[config.mk]
export PLATFORM = sky130hd
export DESIGN_NAME = traffic_light_monitor
export DESIGN_NICKNAME = d
export VERILOG_FILES = /design/src/rtl/traffic_light_monitor.sv
export SDC_FILE = /design/constraint.sdc
export NUM_CORES = 1
export LEC_CHECK = 0
export ABC_AREA = 1
export BUFFER_PORTS_ARGS = -buffer_cell sky130_fd_sc_hd__buf_2
export CORE_AREA = 2 2 85 87
export DETAILED_ROUTE_END_ITERATION = 7
export DIE_AREA = 0 0 87 89
export HOLD_SLACK_MARGIN = 0.12
export PLACE_DENSITY = 0.72
export SETUP_SLACK_MARGIN = 0.15
export SLEW_MARGIN = 20
export SYNTH_ARGS = -nofsm -noshare
export SYNTH_HDL_FRONTEND = slang
export SYNTH_SLANG_ARGS = --single-unit
[constraint.sdc]
create_clock -name clk -period 7 [get_ports clk]
set_input_delay 0.7 -clock clk [delete_from_list [all_inputs] [get_ports clk]]
set_output_delay 0.7 -clock clk [all_outputs]
set_load 0.01 [all_outputs]
[src/rtl/traffic_light_monitor.sv]
// traffic_light_monitor: passive safety monitor for a Traffic_Light controller.
//
// Ports:
//   clk        in   rising-edge clock for all state
//   rst        in   synchronous active-high reset (bus ignored, X tolerated)
//   carew      in   a car is waiting on the east-west road
//   lights     in   [5:3] = NS {G,Y,R}, [2:0] = EW {G,Y,R}
//   phase      out  decoded phase of the previous sample (0=GNS,1=YNS,2=GEW,3=YEW)
//   phase_vld  out  previous sample was one of the four legal encodings
//   err        out  sticky violation flag
//   err_code   out  code of the first violation (0 = none)
//   ew_grants  out  saturating count of YNS->GEW entries
//
// Violation codes: 1 illegal encoding, 2 illegal transition, 3 dwell rule,
// 4 east-west starvation, 5 first sample after reset not GNS. When several
// fire on one sample the lowest code is reported. After the first violation
// the monitor halts: the decode keeps tracking, everything else freezes.
module traffic_light_monitor #(
  parameter int YEL_CYC  = 1,
  parameter int GEW_MAX  = 1,
  parameter int MAX_WAIT = 4,
  parameter int CW       = 8
) (
  input  logic          clk,
  input  logic          rst,
  input  logic          carew,
  input  logic [5:0]    lights,
  output logic [1:0]    phase,
  output logic          phase_vld,
  output logic          err,
  output logic [2:0]    err_code,
  output logic [CW-1:0] ew_grants
);

  localparam int DW = 16;
  localparam logic [DW-1:0] CNT_MAX   = {DW{1'b1}};
  localparam logic [DW-1:0] CNT_ONE   = {{(DW-1){1'b0}}, 1'b1};
  localparam logic [DW-1:0] YEL_W     = DW'(YEL_CYC);
  localparam logic [DW-1:0] GEW_W     = DW'(GEW_MAX);
  localparam logic [DW-1:0] WAIT_W    = DW'(MAX_WAIT);
  localparam logic [CW-1:0] GRANT_MAX = {CW{1'b1}};
  localparam logic [CW-1:0] GRANT_ONE = {{(CW-1){1'b0}}, 1'b1};

  localparam logic [5:0] ENC_GNS = 6'b100001;
  localparam logic [5:0] ENC_YNS = 6'b010001;
  localparam logic [5:0] ENC_GEW = 6'b001100;
  localparam logic [5:0] ENC_YEW = 6'b001010;

  typedef enum logic [2:0] {
    ST_INIT = 3'd0,
    ST_GNS  = 3'd1,
    ST_YNS  = 3'd2,
    ST_GEW  = 3'd3,
    ST_YEW  = 3'd4,
    ST_HALT = 3'd5
  } state_t;

  // Counters saturate so a long legal green can never wrap into a false dwell hit.
  function automatic logic [DW-1:0] sat_inc(input logic [DW-1:0] v);
    if (v == CNT_MAX) begin
      sat_inc = v;
    end else begin
      sat_inc = v + CNT_ONE;
    end
  endfunction

  state_t          state_q, state_d, dec_state;
  logic [DW-1:0]   dwell_q, dwell_d, wait_q, wait_d;
  logic [DW-1:0]   run_next, wait_next;
  logic [1:0]      phase_q, phase_d, dec_phase;
  logic            phase_vld_q, phase_vld_d, dec_vld;
  logic            err_q, err_d;
  logic [2:0]      err_code_q, err_code_d, first_code;
  logic [CW-1:0]   ew_grants_q, ew_grants_d;
  logic            same, prev_yel, trans_ok;
  logic [4:0]      viol;

  // Decode the bus; case equality so X/Z never matches a legal phase.
  always_comb begin
    dec_vld   = 1'b1;
    dec_phase = 2'd0;
    dec_state = ST_HALT;
    if (lights === ENC_GNS) begin
      dec_phase = 2'd0;
      dec_state = ST_GNS;
    end else if (lights === ENC_YNS) begin
      dec_phase = 2'd1;
      dec_state = ST_YNS;
    end else if (lights === ENC_GEW) begin
      dec_phase = 2'd2;
      dec_state = ST_GEW;
    end else if (lights === ENC_YEW) begin
      dec_phase = 2'd3;
      dec_state = ST_YEW;
    end else begin
      dec_vld   = 1'b0;
      dec_phase = 2'd0;
      dec_state = ST_HALT;
    end
  end

  // Legal successor table: hold, or advance one step round the cycle.
  always_comb begin
    trans_ok = 1'b0;
    case (state_q)
      ST_GNS:  trans_ok = (dec_state == ST_GNS) || (dec_state == ST_YNS);
      ST_YNS:  trans_ok = (dec_state == ST_YNS) || (dec_state == ST_GEW);
      ST_GEW:  trans_ok = (dec_state == ST_GEW) || (dec_state == ST_YEW);
      ST_YEW:  trans_ok = (dec_state == ST_YEW) || (dec_state == ST_GNS);
      default: trans_ok = 1'b0;
    endcase
  end

  // Evaluate every rule against this sample and pick the lowest firing code.
  always_comb begin
    same     = (dec_state == state_q);
    prev_yel = (state_q == ST_YNS) || (state_q == ST_YEW);
    run_next = same ? sat_inc(dwell_q) : CNT_ONE;
    if ((dec_state == ST_GNS) && carew) begin
      wait_next = sat_inc(wait_q);
    end else begin
      wait_next = {DW{1'b0}};
    end

    viol    = 5'b00000;
    viol[0] = !dec_vld;
    if (dec_vld && (state_q == ST_INIT)) begin
      viol[4] = (dec_state != ST_GNS);
    end else if (dec_vld) begin
      viol[1] = !trans_ok;
      // Yellow must last exactly YEL_CYC: flag on exit if short, or on the
      // first over-long sample if held.
      viol[2] = (prev_yel && (same ? (run_next > YEL_W) : (dwell_q != YEL_W))) ||
                ((dec_state == ST_GEW) && (run_next > GEW_W));
      viol[3] = (dec_state == ST_GNS) && (wait_next > WAIT_W);
    end else begin
      viol[4:1] = 4'b0000;
    end

    if (viol[0]) begin
      first_code = 3'd1;
    end else if (viol[1]) begin
      first_code = 3'd2;
    end else if (viol[2]) begin
      first_code = 3'd3;
    end else if (viol[3]) begin
      first_code = 3'd4;
    end else if (viol[4]) begin
      first_code = 3'd5;
    end else begin
      first_code = 3'd0;
    end
  end

  // Next state: decode always tracks; checking state freezes once halted.
  always_comb begin
    state_d     = state_q;
    dwell_d     = dwell_q;
    wait_d      = wait_q;
    err_d       = err_q;
    err_code_d  = err_code_q;
    ew_grants_d = ew_grants_q;
    phase_d     = dec_phase;
    phase_vld_d = dec_vld;
    if (state_q == ST_HALT) begin
      state_d = ST_HALT;
    end else if (first_code != 3'd0) begin
      err_d      = 1'b1;
      err_code_d = first_code;
      state_d    = ST_HALT;
    end else begin
      state_d = dec_state;
      dwell_d = run_next;
      wait_d  = wait_next;
      if ((state_q == ST_YNS) && (dec_state == ST_GEW) && (ew_grants_q != GRANT_MAX)) begin
        ew_grants_d = ew_grants_q + GRANT_ONE;
      end else begin
        ew_grants_d = ew_grants_q;
      end
    end
  end

  // State and output registers with synchronous reset.
  always_ff @(posedge clk) begin
    if (rst) begin
      state_q     <= ST_INIT;
      dwell_q     <= {DW{1'b0}};
      wait_q      <= {DW{1'b0}};
      phase_q     <= 2'd0;
      phase_vld_q <= 1'b0;
      err_q       <= 1'b0;
      err_code_q  <= 3'd0;
      ew_grants_q <= {CW{1'b0}};
    end else begin
      state_q     <= state_d;
      dwell_q     <= dwell_d;
      wait_q      <= wait_d;
      phase_q     <= phase_d;
      phase_vld_q <= phase_vld_d;
      err_q       <= err_d;
      err_code_q  <= err_code_d;
      ew_grants_q <= ew_grants_d;
    end
  end

  assign phase     = phase_q;
  assign phase_vld = phase_vld_q;
  assign err       = err_q;
  assign err_code  = err_code_q;
  assign ew_grants = ew_grants_q;

endmodule

==> summary.txt <==
Layout
  • Ratio of cells with drive above 1 in the final layout: 0.149
  • FF+latch area: 1000 sq um
  • Layout Utilization: 0.573
  • Most frequent cells in the layout: nand2_1 (140), nor2_1 (85), dfxtp_1 (50)
  • Number of diodes: 0
  • Syn-to-layout area delta: 5.02%
  • Most common cell after layout, fill and taps aside: nand2_1
  • Nets: 601
  • Multi-input logic area: 2310 sq um
  • Filler cell count: 680
  • Design Area, Final: 3850 sq um

Synth
  • Mean post-synth cell area: 6.39 sq um
  • Syn_nets: 586
  • Post-synthesis cell area: 3660 sq um
  • Ys async rst share: 0
  • Top FF cell, synth: dfxtp_1
  • #FFs+latches synth: 50
  • Post-synth EDFFs: 0
  • Post-Syn Instances: 573
  • Unique cell type count in the Yosys netlist: 45
  • Ys Warns: 0
  • Sequential fraction of the synthesis area: 0.273

STA
  • Slew HR: 0.570
  • Final setup TNS: 0 ps
  • Period Utilization, post-route: 0.471
  • Worst-Margin Slew: 645 ps
  • RSZ-0062 raised after global routing: no
  • Final setup vio count: 0
  • Fin crit period: 3300 ps
  • Max-slew violation count: 0
  • Final hold slack: 467 ps
  • Worst setup margin: 3700 ps
  • Worst Skew: 18.7 ps
  • Final Hold Fails: 0
  • Fmax: 303 MHz

Global route
  • Largest net degree at the start of global routing: 40
  • Global Route Usage Sum: 0.228
  • Gr ovfl total: 0
  • First-pass GRT wire length: 14400 um
  • Vias in the first global route: 3192
  • Initial antenna violation count: 0

Worst hold path
  • Hold path start: err
  • Hold endpoint: err
  • Tightest Hold Check Type: reg2reg
  • Hold Path Cell Cnt: 2

Clocking
  • Root buf cell: clkbuf_8
  • PostCTS Resize Cnt: 0
  • Reg clk slew, reported paths: 110 ps
  • Clock latency on the worst-skew pair: 320 ps
  • Num CTS Buffers: 5
  • CTS tree: yes
  • Hold_buf cts: 0
  • Postcts setup bufs: 0
  • Clk buf depth: 2
  • Clock Sinks: 50
  • H-tree depth: 2

Worst setup path
  • Crit path DAT: 3530 ps
  • R2R Path Start: dwell_q[0]
  • Crit end category: register
  • Critical Path Source Type: input port
  • R2r endpoint: err_code[0]
  • Critical path peak fanout: 32
  • Crit Path Class: in2reg
  • Critical path required time: 7230 ps
  • R2R cell count: 18
  • R2r setup slk: 3700 ps

Detailed routing
  • DRT Wirelength: 8630 um
  • Number of vias per cell: 5.44
  • Starting DRT DRC Count: 193
  • Vias after detailed routing: 3640
  • Drt wl/cell: 12.9 um
  • DRC: 0
  • Drt pass-1 iters: 5
  • Final ANT Viol Nets: 0

Placement
  • Area post-placement: 3750 sq um
  • Placement Setup Slack: 3350 ps
  • PortBufs: 23
  • Gpl congestion: 0.965
  • DP HPWL: 6400 um

Floorplanning
  • Rows: 30
  • Placeable Area: 6720 sq um
  • Num ports: 24
  • Die width: 87 um
  • DIE HEIGHT: 89 um
  • Starting Density: 0.545
  • Die area: 7740 sq um

Power
  • Max VDD drop: 0.0713 mV
  • Pwr per Cell Area: 144 nW/um^2
  • Static leakage: 1.63 nW

Status
  • Outcome: complete, no violations

Job
  • Max cap viols: 0
## critical path, cell delays in order
cell and delay (ps):
buf_2 120, nor2_2 180, nand3_2 180, nand2_1 120, nand2_1 60, nand2_1 50, nand2_1 70, nor2_4 410
inv_1 140, nand3_1 100, nand2_1 60, clkinv_1 60, nand3_2 70, nand2_2 110, nand2_4 90, nor2_8 200
nand3_4 340, nand2_1 280, nand2_1 80, nand2_1 60, nor2_1 50
## where the power goes
group	switching [mW]	total, mW	leakage (nW)	internal, mW
registers	0.0110	0.304	0.406	0.293
clock network	0.112	0.186	0.0502	0.0744
logic	0.0431	0.0653	1.17	0.0222
total	0.166	0.556	1.63	0.390
## how the worst max path moves through the flow
stage          depth (start not counted)  slack [ps]          end  startpoint
6_report                              21        3700  err_code[0]   lights[1]
5_1_grt                               18        3330  err_code[0]  dwell_q[0]
4_1_cts                               18        3690  err_code[0]  dwell_q[0]
3_5_place_dp                          21        3350  err_code[0]   lights[1]
3_3_place_gp                          21        3470  err_code[0]   lights[4]
2_1_floorplan                         18        4390    wait_q[8]   lights[4]
## cell usage after synthesis (5+ instances only)
cell     instances  share of area
o21ai_0         12          0.016
nand3_1         45          0.061
o21ai_1         29          0.040
nor2_1          85          0.087
inv_1           50          0.051
nor2_2           9          0.015
buf_6            6          0.018
nor3_1           6         0.0082
nand2_1        140           0.14
nand4_1         20          0.034
nand3_2          6          0.016
dfxtp_1         50           0.27
nand2_2          9          0.015
a21oi_1         32          0.044
inv_2            6         0.0061
xor2_1          10          0.024
xnor2_1          5          0.012
## registers in the layout, summed over array words and instances, names as in the netlist
register	cells
state_q	3
err_code	3
wait_q	16
err	1
ew_grants	8
phase_vld	1
phase	2
dwell_q	16
## per-layer routing
metal / vias up / track usage / part of all wire
li1: 1902 / - / -
met1: 1665 / 0.313 / 0.48
met2: 62 / 0.384 / 0.48
met3: 11 / 0.0277 / 0.031
met4: 0 / 0.0497 / 0.011
met5: - / 0 / 0
## area by class of cell
cell class / count / area share
multi-input cells: 449 / 0.601
clock inverters: 3 / 0.00748
well taps: 80 / 0.0260
repair buffers: 23 / 0.0299
inverters: 59 / 0.0579
clock buffers: 5 / 0.0179
flip-flops and latches: 50 / 0.260
## kinds of logic (layout without fill, tap and decap cells)
logic type	after synthesis	in the layout	share of synthesized area
simple gates	346	346	0.454
buf+inv	74	90	0.0960
compound gates	84	84	0.128
xor+xnor	15	15	0.0359
fa+ha+maj	4	4	0.0137
flops	50	50	0.273
## through the flow
stage	total power [mW]	cells
3_3_place_gp	0.374	661
5_1_grt	0.582	669
2_1_floorplan	0.362	573
3_5_place_dp	0.375	661
4_1_cts	0.560	669
6_report	0.556	669
Note: power is estimated with default switching activity, not from simulation.
